===== config.mk =====
export PLATFORM = sky130hd
export DESIGN_NAME = resync_fifo_1clk
export DESIGN_NICKNAME = d
export VERILOG_FILES = /design/src/rtl/resync_fifo_1clk.sv
export SDC_FILE = /design/constraint.sdc
export NUM_CORES = 1
export LEC_CHECK = 0
export BUFFER_PORTS_ARGS = -buffer_cell sky130_fd_sc_hd__buf_2
export CORE_ASPECT_RATIO = 1.2
export CORE_MARGIN = 2
export CORE_UTILIZATION = 30
export DETAILED_ROUTE_END_ITERATION = 6
export GPL_TIMING_DRIVEN = 0
export PLACE_DENSITY = 0.58
export SYNTH_ARGS = -nofsm -noshare
export SYNTH_HDL_FRONTEND = slang
export SYNTH_SLANG_ARGS = --single-unit

===== constraint.sdc =====
create_clock -name clk -period 7.15 [get_ports clk]
set_input_delay 1.43 -clock clk [delete_from_list [all_inputs] [get_ports clk]]
set_output_delay 1.43 -clock clk [all_outputs]
set_load 0.1 [all_outputs]

===== src/rtl/resync_fifo_1clk.sv =====
// Single-clock first-word-fall-through FIFO with occupancy count and empty/almost-empty/full flags.
// Optional sticky overflow/underflow error outputs enabled by defining RESYNC_FIFO_ERR_EN.
module resync_fifo_1clk #(
    parameter int unsigned width     = 20,
    parameter int unsigned log_depth = 3
) (
    input  logic                 clk,
    input  logic                 rst_n,
    input  logic                 val_wr,
    input  logic [width-1:0]     data_wr,
    input  logic                 val_rd,
    output logic [width-1:0]     data_rd,
    output logic                 empty_rd,
    output logic                 almost_empty_rd,
    output logic                 full_wr,
    output logic [log_depth:0]   count
`ifdef RESYNC_FIFO_ERR_EN
    ,
    output logic                 ovf_err,
    output logic                 udf_err
`endif
);

    localparam int unsigned DEPTH = 2 ** log_depth;
    localparam int unsigned CW    = log_depth + 1;
    localparam int unsigned PW    = log_depth;

    logic [width-1:0] mem_q [DEPTH];
    logic [PW-1:0]    wr_ptr_q, wr_ptr_d;
    logic [PW-1:0]    rd_ptr_q, rd_ptr_d;
    logic [CW-1:0]    count_q, count_d;
    logic             wr_acc;
    logic             rd_acc;

    // Flags decode registered occupancy only, so no path from the request inputs.
    assign empty_rd        = (count_q == CW'(0));
    assign almost_empty_rd = (count_q == CW'(1));
    assign full_wr         = (count_q == CW'(DEPTH));
    assign count           = count_q;
    assign data_rd         = mem_q[rd_ptr_q];

    always_comb begin
        wr_acc   = val_wr & ~full_wr;
        rd_acc   = val_rd & ~empty_rd;
        wr_ptr_d = wr_ptr_q;
        rd_ptr_d = rd_ptr_q;
        count_d  = count_q;
        if (wr_acc) begin
            wr_ptr_d = wr_ptr_q + PW'(1);
        end
        if (rd_acc) begin
            rd_ptr_d = rd_ptr_q + PW'(1);
        end
        case ({wr_acc, rd_acc})
            2'b10:   count_d = count_q + CW'(1);
            2'b01:   count_d = count_q - CW'(1);
            default: count_d = count_q;
        endcase
    end

    always_ff @(posedge clk or negedge rst_n) begin
        if (!rst_n) begin
            wr_ptr_q <= '0;
            rd_ptr_q <= '0;
            count_q  <= '0;
        end else begin
            wr_ptr_q <= wr_ptr_d;
            rd_ptr_q <= rd_ptr_d;
            count_q  <= count_d;
        end
    end

    // Storage is deliberately left uncleared by reset.
    always_ff @(posedge clk) begin
        if (wr_acc) begin
            mem_q[wr_ptr_q] <= data_wr;
        end
    end

`ifdef RESYNC_FIFO_ERR_EN
    logic ovf_err_q, ovf_err_d;
    logic udf_err_q, udf_err_d;

    always_comb begin
        ovf_err_d = ovf_err_q | (val_wr & full_wr);
        udf_err_d = udf_err_q | (val_rd & empty_rd);
    end

    always_ff @(posedge clk or negedge rst_n) begin
        if (!rst_n) begin
            ovf_err_q <= 1'b0;
            udf_err_q <= 1'b0;
        end else begin
            ovf_err_q <= ovf_err_d;
            udf_err_q <= udf_err_d;
        end
    end

    assign ovf_err = ovf_err_q;
    assign udf_err = udf_err_q;
`endif

endmodule


==> results.py, run 1 <==
metrics = {
    "synth": {
        "synth_area_sq_mm": 0.00675,
        "synth-xor-area-share_pct": 1.04,
        "synth_edf_count": 160,
        "synth-compound-area-share_pct": 0.148,
        "share_of_yosys_cell_area_claimed_by_the_top_area_cell_type_pct": 71.2,
        "most_used_dff_post_synth": "sky130_fd_sc_hd__edfxtp_1",
        "syn_inst": 290,
        "synth_fp_nets": 320,
        "yosysWarnings": 0,
        "netlist_top_cells_area": "sky130_fd_sc_hd__edfxtp_1, sky130_fd_sc_hd__mux4_1, sky130_fd_sc_hd__dfrtp_1, sky130_fd_sc_hd__mux2_2, sky130_fd_sc_hd__ha_1",
        "postSynthAreaPerCell_sq_um": 23.3,
        "synth.yosys.seq_area_share_pct": 74.9,
        "synth.largest_area_cell": "sky130_fd_sc_hd__edfxtp_1",
        "synth_mux_area_share_pct": 19.3,
        "synth_top_family_by_area": "multiplexers",
        "synth.distinct_cells": 25,
        "postSynthRegisterBits": 170,
        "post_synth_fa_ha_maj_area_fraction_pct": 1.11,
        "synth-simple-area-share_pct": 1.91,
        "postSynth.asyncResetShare_pct": 5.88,
    },
    "worst_setup_path": {
        "critical_path_required_ns": 5.72,
        "crit_path_start": "rd_ptr_q[1]",
        "path_class": "reg -> out",
        "crit_path_start_kind": "register",
        "path_max_fanout": 10,
        "max_stage_delay_ns": 0.59,
        "worst_setup_path_end_kind": "primary output",
        "worst_ep_arrival_time_ns": 2.29,
        "crit_top_cell": "sky130_fd_sc_hd__buf_6",
        "critical_path.cell_chain": "buf_6 > buf_6 > mux4_1 > mux2_2 > buf_2",
        "rr_startpoint": "count[0]",
        "cp_max_delay_cell": "sky130_fd_sc_hd__mux4_1",
    },
    "sta": {
        "slew_violations": 0,
        "final_hold_viol_count": 0,
        "tns_ns": 0,
        "max_transition_margin_pct": 41.3,
        "fmaxAchievable_mhz": 269,
        "finalCritPeriodShare_pct": 52.0,
        "report.final.setup_viol": 0,
        "worst_slack_ns": 3.43,
        "grt_setup_unrepaired": "false",
        "transition_time_at_the_pin_with_the_least_slew_margin_ns": 0.875,
        "clock-skew-final_ns": 0.00936,
        "timing.final.crit_period_ns": 3.72,
    },
    "placed_design": {
        "number_of_cells_in_the_design_after_placement": 629,
        "globalplace.congestion": 0.759,
        "dpl.hpwl_mm": 8.84,
        "setup_ws_pre_cts_ns": 3.84,
        "place.port_buffers": 50,
    },
    "die": {
        "die_x_um": 141,
        "core_area_sq_mm": 0.0222,
        "ioPinCount": 51,
        "floorplan.rows": 60,
        "design.die.area_sq_mm": 0.0237,
        "die_height_um": 168,
        "initial_utilization_pct": 30.4,
    },
    "clock_network": {
        "hold_fix_buffer_count_after_cts": 0,
        "insertion_delay_ns": 0.43,
        "ctsRootBufferMaster": "sky130_fd_sc_hd__clkbuf_16",
        "numClockSinks": 170,
        "clockBufferDepth": 2,
        "post-cts-setup-buffer-count": 0,
        "cts_tree": "done",
        "post_cts_resize_count": 0,
        "clkSlewWorstSetupHoldPaths_ns": 0.07,
        "cts_made_buffers": 17,
        "cts.htree.levels": 4,
    },
    "final_layout": {
        "fin_cells": 661,
        "areaGrowthSynthToFinish_pct": 21.7,
        "num-nets-final": 399,
        "final_layout_size_suffix_gt1_share_pct": 34.8,
        "layout.filler_cells": 2042,
        "diode_count": 0,
    },
    "run_status": {
        "status": "completed",
    },
    "drt": {
        "avgRoutedWirePerCell_um": 20.5,
        "routed-via-count": 3118,
        "viasPerCell": 4.72,
        "drt_pre_antenna_iters": 4,
        "final_antenna_violating_net_count": 0,
        "drt_iter0_drc": 176,
        "route.final.wire_length_mm": 13.6,
        "detail_route.drc_violations": 0,
    },
    "run": {
        "maxCapViolations": 0,
    },
    "global_routing": {
        "grt_antenna_before_repair": 1,
        "vias_in_the_first_global_route": 3371,
        "grt_first_pass_wirelength_mm": 20.1,
        "grt_start_max_net_pins": 17,
        "final_global_route_overflow_total": 0,
        "track_usage_pct": 11.9,
    },
    "min_path": {
        "min_path_type": "reg -> reg",
        "min_from": "count[3]",
    },
}
[synth_stat cells, types with 2 or more instances]
library cell / n
sky130_fd_sc_hd__edfxtp_1: 160
sky130_fd_sc_hd__mux4_1: 38
sky130_fd_sc_hd__mux2_2: 22
sky130_fd_sc_hd__dfrtp_1: 10
sky130_fd_sc_hd__nor2_1: 7
sky130_fd_sc_hd__ha_1: 6
sky130_fd_sc_hd__xnor2_1: 6
sky130_fd_sc_hd__buf_6: 5
sky130_fd_sc_hd__inv_1: 5
sky130_fd_sc_hd__buf_2: 4
sky130_fd_sc_hd__nand2_1: 4
sky130_fd_sc_hd__clkbuf_1: 3
sky130_fd_sc_hd__nand3_1: 3
sky130_fd_sc_hd__mux4_2: 2
sky130_fd_sc_hd__nand2b_1: 2
sky130_fd_sc_hd__nand3b_1: 2
sky130_fd_sc_hd__nor3_1: 2
sky130_fd_sc_hd__xor2_1: 2
[cells in the final DEF (no fill, tap or decap), drive strengths merged]
master,instances
edfxtp,160
buf,69
mux4,40
mux2,22
clkbuf,21
inv,11
dfrtp,10
nor2,7
xnor2,6
ha,6
nand2,4
bufinv,4
clkinv,4
nand3,3
nand3b,2
nand2b,2
nor3,2
xor2,2
or3b,1
nor3b,1
o21ai,1
mux2i,1
nand4b,1
or4b,1
a21oi,1
[metal layers]
metal  up-vias  GRT usage, %  routed length [um]
met3        23          3.10                 386
met2        58          21.9                7390
met4         2          5.35                 311
met1      1636          12.9                5450
li1       1399             -                   -
met5         -             0                   7
[path summary, 6_finish.rpt]
path / end / slack [ns] / cells past startpoint
setup / recovery: data_rd[12] / 3.43 / 5
hold / removal: count[3] / 0.54 / 1
setup reg to reg: mem_q[0][4] / 4.61 / 7
hold reg to reg: count[3] / 0.54 / 1
max in group asynchronous: rd_ptr_q[1] / 6.08 / 1
min in group asynchronous: count[2] / 0.86 / 1
[through the flow]
step                area (sq um)  util, %  hold WS [ns]
floorplan                   6750        -         0.486
global placement            7350     33.1         0.504
detailed placement          7570     34.1         0.533
CTS                         8210     36.9         0.546
global route                8210     36.9         0.564
finish                      8210     36.9         0.543
[kinds of logic after synthesis]
kind of cell	Yosys count
AOI/OAI and AO/OA	2
xor gates and xnor gates	8
adders and majority gates	6
buffers and inverters	17
DFF	170
muxes	63
and+or+nand+nor	24
[worst max-delay path, delay by kind of cell (launching register included)]
| kind | cells | cell delay (ns) |
|---|---|---|
| DFF | 1 | 0.38 |
| muxes | 2 | 0.88 |
| buffers and inverters | 3 | 0.61 |
[cell type report]
| cell class | count | area (sq um) | share of cell area, % |
|---|---|---|---|
| Buffer | 12 | 87.6 | 1.07 |
| Tap cell | 279 | 349 | 4.25 |
| Clock buffer | 18 | 429 | 5.23 |
| Multi-Input combinational cell | 103 | 1610 | 19.6 |
| Inverter | 5 | 18.8 | 0.229 |
| Sequential cell | 170 | 5050 | 61.6 |
| Clock inverter | 14 | 209 | 2.54 |
| Timing Repair Buffer | 60 | 452 | 5.50 |
[flip-flops by register name (all words and copies together) (netlist names)]
signal    cells
mem_q       160
count         4
rd_ptr_q      3
wr_ptr_q      3
Power of run 1 is left out: the tool's default activity adds up to more than one toggle a clock period on the data nets, which glitch-free logic cannot reach.
==> run 2, diff against run 1 <==
Settings changed: PLACE_DENSITY 0.58 to 0.59.
Clock period 7.15 ns to 3 ns, I/O delays scaled along.
==> run 2 against run 1 <==
Compared with the run above:
- non-clock buffer count shrank 2
- final area decreased by 0.66%
- worst setup slack worse by 3.3 ns
- flip-flop and latch count unchanged
- highest routed layer unchanged
- critical endpoint is now data_rd[11]
- die area unchanged
- sequential share of layout area grew 0.41 points
- global-route usage shrank 0.45 points
- via count shrank 1.0%
- register-to-register slack worse by 4.1 ns
- wire length decreased by 3.3%
- count of clock-buffer cells in the layout stayed put
- final cell count down 0.30%
==> results.py, run 2 (synthesized netlist as in run 1, its figures left out) <==
metrics = {
    "run": {
        "maxCapViolations": 0,
    },
    "die": {
        "initial_utilization_pct": 30.4,
        "floorplan.rows": 60,
        "ioPinCount": 51,
        "core_area_sq_mm": 0.0222,
        "design.die.area_sq_mm": 0.0237,
        "die_x_um": 141,
        "die_height_um": 168,
    },
    "clock_network": {
        "post-cts-setup-buffer-count": 0,
        "clkSlewWorstSetupHoldPaths_ns": 0.06,
        "cts.htree.levels": 4,
        "clockBufferDepth": 2,
        "hold_fix_buffer_count_after_cts": 0,
        "cts_made_buffers": 17,
        "cts_tree": "done",
        "ctsRootBufferMaster": "sky130_fd_sc_hd__clkbuf_16",
        "insertion_delay_ns": 0.42,
        "post_cts_resize_count": 0,
        "numClockSinks": 170,
    },
    "sta": {
        "report.final.setup_viol": 0,
        "fmaxAchievable_mhz": 347,
        "clock-skew-final_ns": 0.00503,
        "transition_time_at_the_pin_with_the_least_slew_margin_ns": 0.835,
        "max_transition_margin_pct": 44.3,
        "timing.final.crit_period_ns": 2.88,
        "final_hold_viol_count": 0,
        "finalCritPeriodShare_pct": 96.1,
        "slew_violations": 0,
        "grt_setup_unrepaired": "false",
        "worst_slack_ns": 0.118,
    },
    "final_layout": {
        "final_layout_size_suffix_gt1_share_pct": 34.2,
        "post_route_cell_area_sq_mm": 0.00816,
        "diode_count": 0,
        "num-nets-final": 397,
        "fin_cells": 659,
        "largest-register": "mem_q",
        "layout.core_utilization_pct": 36.7,
        "layout.cells.most_common": "sky130_fd_sc_hd__edfxtp_1",
        "areaGrowthSynthToFinish_pct": 20.9,
        "largest_register_ffs": 160,
        "most-common-layout-cells": "sky130_fd_sc_hd__edfxtp_1, sky130_fd_sc_hd__buf_2, sky130_fd_sc_hd__mux4_1",
    },
    "placed_design": {
        "setup_ws_pre_cts_ns": 0.479,
        "post_dp_cell_area_sq_mm": 0.00758,
        "globalplace.congestion": 0.677,
        "number_of_cells_in_the_design_after_placement": 627,
        "dpl.hpwl_mm": 8.35,
        "place.port_buffers": 50,
    },
    "worst_setup_path": {
        "path_max_fanout": 10,
        "worst_ep_arrival_time_ns": 2.28,
        "path_class": "reg -> out",
        "critical_path_required_ns": 2.40,
        "crit_path_start_kind": "register",
        "worst_setup_path_end_kind": "primary output",
    },
    "drt": {
        "viasPerCell": 4.68,
        "routed-via-count": 3086,
        "final_antenna_violating_net_count": 0,
        "route.final.wire_length_mm": 13.1,
        "drt_pre_antenna_iters": 4,
        "avgRoutedWirePerCell_um": 19.9,
        "detail_route.drc_violations": 0,
        "drt_iter0_drc": 206,
    },
    "global_routing": {
        "final_global_route_overflow_total": 0,
        "track_usage_pct": 11.5,
        "vias_in_the_first_global_route": 3361,
        "grt_start_max_net_pins": 17,
        "grt_first_pass_wirelength_mm": 19.3,
        "grt_antenna_before_repair": 2,
    },
    "min_path": {
        "min_path_type": "in -> async",
    },
    "run_status": {
        "status": "completed",
    },
}
## run 2: final cells by class
cell class                      count  area [sq um]
Clock inverter                     14           144
Clock buffer                       18           429
Sequential cell                   170          5050
Timing Repair Buffer               58           445
Inverter                            5          18.8
Multi-Input combinational cell    103          1630
Buffer                             12          87.6
Tap cell                          279           349
Fill cell                        2038         14100
## run 2: through the flow
step	setup TNS [ns]	hold WS, ns
6_report	0	0.0363
5_1_grt	0	0.0426
4_1_cts	0	0.0195
3_5_place_dp	0	0.480
3_3_place_gp	-50.85	0.471
2_1_floorplan	-0.0636	0.304
## run 2: per-layer routing
| layer | track usage [%] | vias to the layer above | share of wire, % |
|---|---|---|---|
| li1 | - | 1395 | - |
| met1 | 12.2 | 1602 | 39 |
| met2 | 21.0 | 59 | 54 |
| met3 | 3.41 | 26 | 3.7 |
| met4 | 4.78 | 4 | 2.3 |
| met5 | 0 | - | 0.18 |
## run 2: critical path, stage by stage, from the launching register on
cell,delay [ns]
sky130_fd_sc_hd__dfrtp_1,0.37
sky130_fd_sc_hd__buf_6,0.14
sky130_fd_sc_hd__buf_6,0.17
sky130_fd_sc_hd__mux4_1,0.56
sky130_fd_sc_hd__mux2_2,0.31
sky130_fd_sc_hd__buf_2,0.30
## run 2: final timing paths
path	start	endpoint	slack (ns)	cells after the start
hold / removal	rst_n	count[1]	0.04	1
max in group asynchronous	rst_n	rd_ptr_q[2]	2.77	1
setup / recovery	rd_ptr_q[1]	data_rd[11]	0.12	5
min in group clk	data_wr[6]	mem_q[2][6]	0.44	1
hold reg to reg	wr_ptr_q[0]	wr_ptr_q[0]	0.54	1
setup reg to reg	count[0]	mem_q[5][19]	0.53	6
Power of run 2 is left out for the same reason.
==> run 3, diff against run 2 <==
Settings changed: ABC_AREA set to 1.
==> run 3 against run 2 <==
Compared with the run above:
- core utilization fell by 0.75 points
- first-iteration DRC count up 58%
- critical path depth is 3 higher
- final area rose by 8.8%
- via count rose by 60%
- global-route usage rose by 2.5 points
- worst hold slack lost 0.0022 ns
- fmax is 3.4% higher
- wire length is 32% higher
- flip-flop and latch count stayed put
- die area is 11% higher
- critical path type unchanged
- critical endpoint is now data_rd[5]
- largest cell class unchanged
- highest routed layer unchanged
==> results.py, run 3 <==
metrics = {
    "run_status": {
        "status": "completed",
    },
    "final_layout": {
        "layout.cells.most_common": "sky130_fd_sc_hd__nand2_1",
        "layout.core_utilization_pct": 36.0,
        "num-nets-final": 883,
        "post_route_cell_area_sq_mm": 0.00887,
        "largest_register_ffs": 160,
        "layout.filler_cells": 2478,
        "seqCellArea_sq_mm": 0.00505,
        "largest-register": "mem_q",
        "final_layout_size_suffix_gt1_share_pct": 14.2,
        "multi_input_area_sq_mm": 0.00191,
        "areaGrowthSynthToFinish_pct": 18.4,
        "most-common-layout-cells": "sky130_fd_sc_hd__nand2_1, sky130_fd_sc_hd__nor2_1, sky130_fd_sc_hd__edfxtp_1",
    },
    "global_routing": {
        "final_global_route_overflow_total": 0,
        "track_usage_pct": 14.0,
        "vias_in_the_first_global_route": 4886,
        "grt_first_pass_wirelength_mm": 27.0,
        "grt_start_max_net_pins": 21,
        "grt_antenna_before_repair": 2,
    },
    "clock_network": {
        "cts.htree.levels": 4,
        "cts_tree": "done",
        "post_cts_resize_count": 0,
        "clkSlewWorstSetupHoldPaths_ns": 0.06,
        "cts_made_buffers": 17,
        "insertion_delay_ns": 0.41,
        "clockBufferDepth": 2,
        "post-cts-setup-buffer-count": 0,
        "hold_fix_buffer_count_after_cts": 0,
        "ctsRootBufferMaster": "sky130_fd_sc_hd__clkbuf_16",
        "numClockSinks": 170,
    },
    "drt": {
        "avgRoutedWirePerCell_um": 14.5,
        "final_antenna_violating_net_count": 0,
        "drt_pre_antenna_iters": 4,
        "routed-via-count": 4941,
        "viasPerCell": 4.15,
        "route.final.wire_length_mm": 17.3,
        "drt_iter0_drc": 326,
        "detail_route.drc_violations": 0,
    },
    "placed_design": {
        "globalplace.congestion": 0.753,
        "dpl.hpwl_mm": 11.2,
        "setup_ws_pre_cts_ns": 0.210,
        "place.port_buffers": 50,
        "post_dp_cell_area_sq_mm": 0.00834,
    },
    "worst_setup_path": {
        "crit_path_start": "rd_ptr_q[1]",
        "reg2reg_depth": 7,
        "reg2reg_slack_ns": 0.24,
        "path_max_fanout": 10,
        "worstReg2RegEnd": "mem_q[3][11]",
        "worst_ep_arrival_time_ns": 2.19,
        "crit_path_start_kind": "register",
        "rr_startpoint": "count[0]",
        "critical_path_required_ns": 2.40,
        "path_class": "reg -> out",
        "worst_setup_path_end_kind": "primary output",
    },
    "synth": {
        "synth.yosys.seq_area_share_pct": 67.4,
        "share_of_yosys_cell_area_claimed_by_the_top_area_cell_type_pct": 64.1,
        "synth_area_sq_mm": 0.00749,
        "synth.largest_area_cell": "sky130_fd_sc_hd__edfxtp_1",
        "synth-compound-area-share_pct": 0.200,
        "postSynth.asyncResetShare_pct": 5.88,
        "yosysWarnings": 0,
        "postSynthRegisterBits": 170,
        "synth_mux_area_share_pct": 0,
        "synthMostInstantiatedCell": "sky130_fd_sc_hd__nand2_1",
        "synth-simple-area-share_pct": 23.5,
        "netlist_top_cells_area": "sky130_fd_sc_hd__edfxtp_1, sky130_fd_sc_hd__nand2_1, sky130_fd_sc_hd__nor2_1, sky130_fd_sc_hd__inv_1, sky130_fd_sc_hd__dfrtp_1",
        "synth.distinct_cells": 20,
        "post_synth_fa_ha_maj_area_fraction_pct": 1.00,
        "most_used_dff_post_synth": "sky130_fd_sc_hd__edfxtp_1",
        "synth.cells.most_frequent": "sky130_fd_sc_hd__nand2_1, sky130_fd_sc_hd__nor2_1, sky130_fd_sc_hd__edfxtp_1, sky130_fd_sc_hd__inv_1, sky130_fd_sc_hd__buf_2",
        "synth_edf_count": 160,
        "synth_fp_nets": 807,
        "postSynthAreaPerCell_sq_um": 9.65,
        "synth-xor-area-share_pct": 0.467,
        "syn_inst": 777,
        "synth_top_family_by_area": "simple AND/OR/NAND/NOR gates",
    },
    "die": {
        "die_height_um": 177,
        "die_x_um": 148,
        "core_area_sq_mm": 0.0247,
        "ioPinCount": 51,
        "floorplan.rows": 63,
        "design.die.area_sq_mm": 0.0263,
        "initial_utilization_pct": 30.4,
    },
    "sta": {
        "final_hold_viol_count": 0,
        "slew_violations": 0,
        "report.final.setup_viol": 0,
        "grt_setup_unrepaired": "false",
        "fmaxAchievable_mhz": 359,
        "hold_slack_ns": 0.0341,
        "worst_slack_ns": 0.212,
        "clock-skew-final_ns": 0.00522,
        "finalCritPeriodShare_pct": 92.9,
        "transition_time_at_the_pin_with_the_least_slew_margin_ns": 1.32,
        "timing.final.crit_period_ns": 2.79,
        "max_transition_margin_pct": 11.8,
    },
    "run": {
        "maxCapViolations": 0,
    },
    "min_path": {
        "min_path_type": "in -> async",
    },
}
run 3: changes by cell type after synthesis, sizes merged, moves of 3 or more:
cell    change
mux2       -22
xnor2       -3
inv        +93
nor2      +161
nand2     +284
clkbuf      +3
buf        +16
mux4       -40
nand3       +3
run 3: worst max path at each step:
stage / depth (start not counted) / endpoint
2_1_floorplan: 6 / mem_q[0][0]
3_3_place_gp: 7 / mem_q[5][8]
3_5_place_dp: 7 / mem_q[3][15]
4_1_cts: 5 / data_rd[9]
5_1_grt: 8 / data_rd[5]
6_report: 8 / data_rd[5]
run 3: logic make-up after synthesis:
group | Yosys count
AOI/OAI and AO/OA | 3
and+or+nand+nor | 465
buffers and inverters | 129
adders and majority gates | 6
DFF | 170
xor gates and xnor gates | 4
run 3: per-stage QoR:
| step | TNS (ns) | std cells |
|---|---|---|
| after global placement | -46.52 | 1152 |
| after global routing | 0 | 1192 |
| final | 0 | 1192 |
| after CTS | 0 | 1191 |
| after floorplan | -13.94 | 777 |
| after detailed placement | 0 | 1159 |
run 3: cell type report:
class / count / area share (%)
well taps: 325 / 4.58
clock inverters: 13 / 1.09
flip-flops and latches: 170 / 57.0
diodes: 1 / 0.0282
clock buffers: 19 / 4.88
multi-input cells: 478 / 21.6
inverters: 98 / 4.15
repair buffers: 57 / 4.67
plain buffers: 31 / 2.06
run 3: worst max-delay path: stages (launching register included):
cell and delay [ns]:
sky130_fd_sc_hd__dfrtp_1 0.39, sky130_fd_sc_hd__clkbuf_2 0.14, sky130_fd_sc_hd__clkbuf_1 0.31, sky130_fd_sc_hd__nor2_1 0.18, sky130_fd_sc_hd__nand2_1 0.06, sky130_fd_sc_hd__nand2_1 0.05
sky130_fd_sc_hd__nand2_1 0.05, sky130_fd_sc_hd__nand2_1 0.14, sky130_fd_sc_hd__buf_2 0.44
run 3: routing by layer:
layer	routed length [um]	GRT usage [%]	vias up
met2	8980	25.3	95
met5	11	0	-
met3	1020	2.76	8
met1	7160	16.3	2281
met4	120	5.60	2
li1	-	-	2555
Power of run 3 is left out for the same reason.
